<file path="config.mk">
export PLATFORM = sky130hd
export DESIGN_NAME = trap_controller
export DESIGN_NICKNAME = d
export VERILOG_FILES = /design/src/rtl/trap_controller.sv
export SDC_FILE = /design/constraint.sdc
export NUM_CORES = 1
export LEC_CHECK = 0
export ABC_AREA = 1
export BUFFER_PORTS_ARGS = -buffer_cell sky130_fd_sc_hd__buf_4
export CORE_AREA = 2 2 204 206
export CTS_BUF_LIST = sky130_fd_sc_hd__clkbuf_2
export DETAILED_ROUTE_END_ITERATION = 12
export DIE_AREA = 0 0 206 208
export GPL_TIMING_DRIVEN = 1
export PLACE_DENSITY = 0.63
export SYNTH_ARGS = -nofsm -noshare
export SYNTH_HDL_FRONTEND = slang
export SYNTH_SLANG_ARGS = --single-unit
</file>
<file path="constraint.sdc">
create_clock -name i_clk -period 2.05 [get_ports i_clk]
set_input_delay 0.1025 -clock i_clk [delete_from_list [all_inputs] [get_ports i_clk]]
set_output_delay 0.1025 -clock i_clk [all_outputs]
set_load 0.01 [all_outputs]
</file>
<file path="src/rtl/trap_controller.sv">
// trap_controller: arbitrates fetch/execute exception codes, commits traps
// (mepc/mcause/mtval, privilege switch), executes mret, and drives the
// PC-redirect and F/D/E flush pulses. A trap taken while already in the
// handler locks the core up until reset.
module trap_controller #(
  parameter int XLEN = 2  // XLEN_64b; data width W = 1 << (XLEN + 4)
) (
  input  logic                        i_clk,
  input  logic                        i_rst,
  input  logic [3:0]                  i_exception_code_f,
  input  logic [(1 << (XLEN+4))-1:0]  i_pc_f,
  input  logic                        i_valid_e,
  input  logic [3:0]                  i_exception_code_e,
  input  logic [(1 << (XLEN+4))-1:0]  i_pc_e,
  input  logic [(1 << (XLEN+4))-1:0]  i_alu_out_e,
  input  logic                        i_mret_e,
  input  logic                        i_branch_taken_e,
  input  logic [(1 << (XLEN+4))-1:0]  i_mtvec,
  output logic                        o_redirect_en,
  output logic [(1 << (XLEN+4))-1:0]  o_redirect_pc,
  output logic                        o_flush_fde,
  output logic [1:0]                  o_current_privilege,
  output logic [(1 << (XLEN+4))-1:0]  o_mepc,
  output logic [(1 << (XLEN+4))-1:0]  o_mcause,
  output logic [(1 << (XLEN+4))-1:0]  o_mtval,
  output logic                        o_in_trap,
  output logic                        o_halt
);

  localparam int W = 1 << (XLEN + 4);

  // Exception codes shared with the exception signal handler.
  localparam logic [3:0] E_INSTR_ADDR_MISALIGNED = 4'd0;
  localparam logic [3:0] E_INSTR_ACCESS_FAULT    = 4'd1;
  localparam logic [3:0] E_ILLEGAL_INSTR         = 4'd2;
  localparam logic [3:0] E_BREAKPOINT            = 4'd3;
  localparam logic [3:0] E_LOAD_ADDR_MISALIGNED  = 4'd4;
  localparam logic [3:0] E_LOAD_ACCESS_FAULT     = 4'd5;
  localparam logic [3:0] E_STORE_ADDR_MISALIGNED = 4'd6;
  localparam logic [3:0] E_STORE_ADDR_FAULT      = 4'd7;
  localparam logic [3:0] E_ECALL                 = 4'd8;
  localparam logic [3:0] E_SP_OUT_OF_RANGE       = 4'd14;
  localparam logic [3:0] NO_E                    = 4'd15;

  localparam logic [1:0] USER    = 2'b00;
  localparam logic [1:0] MACHINE = 2'b11;

  localparam logic [W-1:0] TEXT_BASE = W'(32'h0008_0000);

  typedef enum logic [2:0] {
    S_RUN     = 3'd0,
    S_ENTRY   = 3'd1,
    S_HANDLER = 3'd2,
    S_RETURN  = 3'd3,
    S_LOCKUP  = 3'd4
  } state_t;

  // Codes whose mtval is the faulting effective address.
  function automatic logic is_addr_code(input logic [3:0] code);
    case (code)
      E_LOAD_ADDR_MISALIGNED,
      E_LOAD_ACCESS_FAULT,
      E_STORE_ADDR_MISALIGNED,
      E_STORE_ADDR_FAULT,
      E_SP_OUT_OF_RANGE:       is_addr_code = 1'b1;
      default:                 is_addr_code = 1'b0;
    endcase
  endfunction

  state_t         state_q, state_d;
  logic [1:0]     priv_q, priv_d;
  logic [1:0]     mpp_q, mpp_d;
  logic [W-1:0]   mepc_q, mepc_d;
  logic [W-1:0]   mcause_q, mcause_d;
  logic [W-1:0]   mtval_q, mtval_d;
  logic           redirect_en_q, redirect_en_d;
  logic [W-1:0]   redirect_pc_q, redirect_pc_d;
  logic           flush_q, flush_d;
  logic           in_trap_q, in_trap_d;
  logic           halt_q, halt_d;

  logic           e_event_s;
  logic           f_event_s;
  logic           mret_s;

  // Qualify the raw stage codes into effective events (E beats F; a taken
  // branch squashes the fetch-stage instruction).
  always_comb begin
    e_event_s = i_valid_e && (i_exception_code_e != NO_E);
    f_event_s = (i_exception_code_f != NO_E) && !e_event_s && !i_branch_taken_e;
    mret_s    = i_valid_e && i_mret_e;
  end

  // Next-state, CSR update and registered-output computation.
  always_comb begin
    state_d       = state_q;
    priv_d        = priv_q;
    mpp_d         = mpp_q;
    mepc_d        = mepc_q;
    mcause_d      = mcause_q;
    mtval_d       = mtval_q;
    redirect_en_d = 1'b0;
    redirect_pc_d = redirect_pc_q;
    flush_d       = 1'b0;

    case (state_q)
      S_RUN: begin
        if (e_event_s) begin
          mepc_d        = i_pc_e;
          mcause_d      = {{(W-4){1'b0}}, i_exception_code_e};
          mtval_d       = is_addr_code(i_exception_code_e) ? i_alu_out_e : {W{1'b0}};
          mpp_d         = priv_q;
          priv_d        = MACHINE;
          state_d       = S_ENTRY;
          redirect_en_d = 1'b1;
          redirect_pc_d = i_mtvec;
          flush_d       = 1'b1;
        end else if (f_event_s) begin
          mepc_d        = i_pc_f;
          mcause_d      = {{(W-4){1'b0}}, i_exception_code_f};
          mtval_d       = i_pc_f;
          mpp_d         = priv_q;
          priv_d        = MACHINE;
          state_d       = S_ENTRY;
          redirect_en_d = 1'b1;
          redirect_pc_d = i_mtvec;
          flush_d       = 1'b1;
        end else if (mret_s) begin
          if (priv_q == MACHINE) begin
            // Privilege restore is committed with the redirect so both
            // become visible in the RETURN cycle.
            priv_d        = mpp_q;
            mpp_d         = USER;
            state_d       = S_RETURN;
            redirect_en_d = 1'b1;
            redirect_pc_d = mepc_q;
            flush_d       = 1'b1;
          end else begin
            mepc_d        = i_pc_e;
            mcause_d      = {{(W-4){1'b0}}, E_ILLEGAL_INSTR};
            mtval_d       = {W{1'b0}};
            mpp_d         = priv_q;
            priv_d        = MACHINE;
            state_d       = S_ENTRY;
            redirect_en_d = 1'b1;
            redirect_pc_d = i_mtvec;
            flush_d       = 1'b1;
          end
        end else begin
          state_d = S_RUN;
        end
      end
      S_ENTRY: begin
        // Instruction in flight is being flushed; inputs are ignored.
        state_d = S_HANDLER;
      end
      S_HANDLER: begin
        if (e_event_s || f_event_s) begin
          state_d = S_LOCKUP;
        end else if (mret_s) begin
          priv_d        = mpp_q;
          mpp_d         = USER;
          state_d       = S_RETURN;
          redirect_en_d = 1'b1;
          redirect_pc_d = mepc_q;
          flush_d       = 1'b1;
        end else begin
          state_d = S_HANDLER;
        end
      end
      S_RETURN: begin
        state_d = S_RUN;
      end
      S_LOCKUP: begin
        state_d = S_LOCKUP;
      end
      default: begin
        state_d = S_LOCKUP;
      end
    endcase

    in_trap_d = (state_d == S_ENTRY) || (state_d == S_HANDLER);
    halt_d    = (state_d == S_LOCKUP);
  end

  // State and output registers with synchronous active-high reset.
  always_ff @(posedge i_clk) begin
    if (i_rst) begin
      state_q       <= S_RUN;
      priv_q        <= MACHINE;
      mpp_q         <= USER;
      mepc_q        <= TEXT_BASE;
      mcause_q      <= {W{1'b0}};
      mtval_q       <= {W{1'b0}};
      redirect_en_q <= 1'b0;
      redirect_pc_q <= {W{1'b0}};
      flush_q       <= 1'b0;
      in_trap_q     <= 1'b0;
      halt_q        <= 1'b0;
    end else begin
      state_q       <= state_d;
      priv_q        <= priv_d;
      mpp_q         <= mpp_d;
      mepc_q        <= mepc_d;
      mcause_q      <= mcause_d;
      mtval_q       <= mtval_d;
      redirect_en_q <= redirect_en_d;
      redirect_pc_q <= redirect_pc_d;
      flush_q       <= flush_d;
      in_trap_q     <= in_trap_d;
      halt_q        <= halt_d;
    end
  end

  assign o_redirect_en       = redirect_en_q;
  assign o_redirect_pc       = redirect_pc_q;
  assign o_flush_fde         = flush_q;
  assign o_current_privilege = priv_q;
  assign o_mepc              = mepc_q;
  assign o_mcause            = mcause_q;
  assign o_mtval             = mtval_q;
  assign o_in_trap           = in_trap_q;
  assign o_halt              = halt_q;

endmodule

</file>
==> impl_metrics.tcl, run 1 <==
set metrics [dict create \
    synth_cell_types 27 \
    run_status "did not finish" \
    ys_ff_latch 206 \
    syn-instance-count 1702 \
    error_line "[ERROR RSZ-0060] Max buffer count reached." \
    synth_most_common_cell "nand2_1" \
    clock_tree.root_cell "clkbuf_2" \
    place_inst 2623 \
    post-cts-setup-buffers 0 \
    ios 531 \
    hpwl_mm 29.4 \
    synth_area_leader_cell "dfxtp_1" \
    syn_area_per_cell_um2 6.28 \
    haltStage "clock tree synthesis (4_1_cts)" \
    place_area_um2 14600 \
    die_w_um 206 \
    netlist_area_um2 10700 \
    synth_area_leaders "dfxtp_1, nand2_1, nor2_1, buf_4, nand3b_1" \
    htree_num_levels 2 \
    synth.top_cells.by_count "nand2_1, nor2_1, dfxtp_1" \
    ys_warn_count 0 \
    yosysTopAreaCellShare_pct 38.6 \
    numPortBuffers 470 \
    synth_edf_count 0 \
    synthFlopType "dfxtp_1" \
    gp_congestion 0.880 \
    cts_buffer_depth 3 \
    rows 74 \
    cts_resized 0 \
    cts_buffers 56 \
    die_h_um 208 \
    start_util_pct 26.4 \
    cts_hold_buf 546 \
    async_reset_ff_share_pct 0 \
    seq_area_frac_synth_pct 38.6 \
    clock-sinks 206 \
]
==> per-stage QoR <==
stage | hold WS [ps] | setup WS (ps)
floorplan | 172 | 502
global placement | 348 | 268
detailed placement | 353 | 237
==> cells by family after synthesis <==
logic type / after synthesis / share of synthesized area, %
AND/OR/NAND/NOR: 1102 / 42.4
buffers and inverters: 254 / 12.4
other: 1 / 0.0351
flip-flops: 206 / 38.6
AO/OA/AOI/OAI: 139 / 6.59
==> inputs of run 2 (changes only) <==
--- a/config.mk
+++ b/config.mk
@@ -7,12 +7,11 @@
 export LEC_CHECK = 0
 export ABC_AREA = 1
 export BUFFER_PORTS_ARGS = -buffer_cell sky130_fd_sc_hd__buf_4
-export CORE_AREA = 2 2 204 206
-export CTS_BUF_LIST = sky130_fd_sc_hd__clkbuf_2
+export CORE_AREA = 2 2 205 207
 export DETAILED_ROUTE_END_ITERATION = 12
-export DIE_AREA = 0 0 206 208
+export DIE_AREA = 0 0 207 209
 export GPL_TIMING_DRIVEN = 1
-export PLACE_DENSITY = 0.63
+export PLACE_DENSITY_LB_ADDON = 0.15
 export SYNTH_ARGS = -nofsm -noshare
 export SYNTH_HDL_FRONTEND = slang
 export SYNTH_SLANG_ARGS = --single-unit
==> run 2 against run 1 <==
The run now ends clean; synthesized cell count unchanged; area after synthesis unchanged.
==> impl_metrics.tcl, run 2 <==
set metrics [dict create \
    critPathArrivalTime_ps 2480 \
    max_clock_freq_mhz 497 \
    power_frac_seq_pct 32.9 \
    worstPathMaxFanout 16 \
    fin_nets 2681 \
    die_w_um 207 \
    grt_pass1_vias 12590 \
    synth_xor_area_share_pct 0 \
    hpwl_mm 29.9 \
    dieArea_um2 43300 \
    clock-sinks 206 \
    r2r_cells 9 \
    rsz0062_at_grt "false" \
    htree_num_levels 1 \
    synth_mux_area_share_pct 0 \
    drive_gt1_share_pct 23.1 \
    wl_per_cell_um 15.4 \
    worstSetupPathType "primary input to flip-flop" \
    clock_tree.root_cell "clkbuf_16" \
    coreArea_um2 41300 \
    leakage_nw 9.55 \
    async_reset_ff_share_pct 0 \
    worstSetupEndpointType "flip-flop" \
    synth_edf_count 0 \
    crit_path_start "i_exception_code_f[2]" \
    seq_area_frac_synth_pct 38.6 \
    cts_buffers 26 \
    firstDrtPassIters 5 \
    clk_pin_slew_worst_paths_ps 60 \
    irDropWorstVdd_uv 500 \
    tightest_slew_ps 509 \
    synth.top_cells.by_count "nand2_1, nor2_1, dfxtp_1" \
    drc 0 \
    yosysTopAreaCellShare_pct 38.6 \
    synth_area_leaders "dfxtp_1, nand2_1, nor2_1, buf_4, nand3b_1" \
    cp.buffers_inverters 5 \
    p_per_area_nw_per_um2 881 \
    clockPowerShare_pct 28.8 \
    worst_path_largest_cell_delay_ps 560 \
    routed_wl_mm 45.8 \
    run_status "finished, final reports clean" \
    synth_top_family_by_area "simple AND/OR/NAND/NOR gates" \
    ff2ff_setup_slack_ps 320 \
    netlist_area_um2 10700 \
    switchingPower_w 0.00568 \
    grt_pass1_wl_mm 68.1 \
    internal-power_w 0.0106 \
    period_share_pct 98.2 \
    timing.hold.ws_ps 37.3 \
    rows 75 \
    syn-instance-count 1702 \
    finalHoldViolCount 0 \
    synthFlopType "dfxtp_1" \
    synth_compound_area_share_pct 6.59 \
    slew_headroom_pct 66.1 \
    ys_warn_count 0 \
    cts_tree "done" \
    syn_area_per_cell_um2 6.28 \
    area_growth_pct 72.8 \
    num_antenna_cells 0 \
    numPortBuffers 470 \
    cp-start-kind "primary input" \
    rr_endpoint "o_redirect_pc[63]" \
    drv_cap 0 \
    skew_ps 7.15 \
    finalSetupViolCount 0 \
    synth_area_leader_cell "dfxtp_1" \
    path_depth 12 \
    gp_congestion 0.832 \
    grt-ovfl-total 0 \
    cts_buffer_depth 3 \
    final_common_cell "nand2_1" \
    crit_family "buffers and inverters" \
    ios 531 \
    slowest_stage "dlygate4sd3_1" \
    synth_cell_types 27 \
    final_cell_mix "nand2_1, buf_4, nor2_1" \
    synth_most_common_cell "nand2_1" \
    track_usage_pct 19.3 \
    grt_max_degree 94 \
    slew_viol_final 0 \
    clock_latency_ps 530 \
    antenna_found_initial 0 \
    synth_adder_area_share_pct 0 \
    period_needed_ps 2010 \
    fin_tns_setup_ps 0 \
    ys_ff_latch 206 \
    drtAntennaViolNets 0 \
    critPathRequiredTime_ps 2520 \
    die_h_um 209 \
    hold_path_class "primary input to flip-flop" \
    switching_share_pct 34.9 \
    stdcell_area_um2 18500 \
    start_util_pct 25.9 \
    drt_iter0_drc 590 \
    viasPerCell 4.37 \
    place_area_um2 14500 \
    cp-endpoint "o_mtval[10]" \
    reg2reg_from "state_q[0]" \
    cpMostUsedCell "nand2_1" \
    crit_chain "dlygate4sd3_1, buf_4, nand2_1, o21ai_4, nor2_4, buf_12, buf_6, nand2_1, nand2_1, dlygate4sd3_1, o21ai_1, nor2_1" \
    power_frac_comb_pct 38.3 \
    vias 12973 \
    synth_simple_gate_area_share_pct 42.4 \
]
-- run 2: cell counts after synthesis --
No cell type changed its count.
-- run 2: tightest hold or removal path, delay by kind of cell --
kind | cells | cell delay [ps]
simple gates | 3 | 250
compound gates | 1 | 110
buf+inv | 1 | 80
-- run 2: final cells by class --
class | count | area (um^2)
clock inverters | 8 | 93.8
well taps | 539 | 674
inverters | 81 | 309
repair buffers | 796 | 6950
flip-flops and latches | 206 | 4120
multi-input cells | 1301 | 5530
clock buffers | 39 | 781
fillers | 4251 | 22800
-- run 2: logic make-up after synthesis --
family,count (synthesis)
DFF,206
and+or+nand+nor,1102
buffers and inverters,254
AOI/OAI and AO/OA,139
other,1
-- run 2: worst min-delay path by stage --
stage,from,to,slack [ps],cells after the start
2_1_floorplan,i_rst,o_flush_fde,170,1
3_3_place_gp,i_rst,o_flush_fde,350,2
3_5_place_dp,i_rst,o_flush_fde,360,2
4_1_cts,i_alu_out_e[5],o_mtval[5],7,5
5_1_grt,i_alu_out_e[5],o_mtval[5],40,5
6_report,i_pc_f[33],o_mepc[33],40,5
-- run 2: what timing repair did --
item | 4_1_cts | 5_1_grt
hold buffers | 295 | 0
endpoints found under the hold margin | 199 | 0
buffers inserted | 0 | 3
gates resized for setup | 0 | 16
endpoints found under the setup margin | 0 | 88
-- run 2: per-stage QoR --
stage / total power (W) / util (%) / setup WS [ps] / std cells
final: 0.0163 / 44.7 / 37.6 / 2970
after detailed placement: 0.0111 / 35.1 / 283 / 2622
after global placement: 0.0111 / 35.1 / 288 / 2622
after global routing: 0.0173 / 44.7 / 0.737 / 2970
after floorplan: 0.00853 / - / 502 / 1761
after CTS: 0.0164 / 44.4 / 14.5 / 2964
-- run 2: routing by layer --
| layer | share of wire, % | vias to the layer above | GRT usage (%) |
|---|---|---|---|
| li1 | - | 6558 | - |
| met1 | 41 | 5882 | 23.0 |
| met4 | 3.4 | 0 | 6.75 |
| met3 | 6.8 | 86 | 4.07 |
| met5 | 0 | - | 0 |
| met2 | 48 | 447 | 34.3 |
-- run 2: power by group through the flow --
stage | Sequential (W) | Combinational [W] | Clock, W
global placement | 0.00541 | 0.00566 | 0
detailed placement | 0.00543 | 0.00568 | 0
finish | 0.00535 | 0.00624 | 0.00469
global route | 0.00545 | 0.00687 | 0.00499
CTS | 0.00535 | 0.00620 | 0.00485
floorplan | 0.00572 | 0.00281 | 0
No activity file was read; power rests on OpenSTA's default activity.
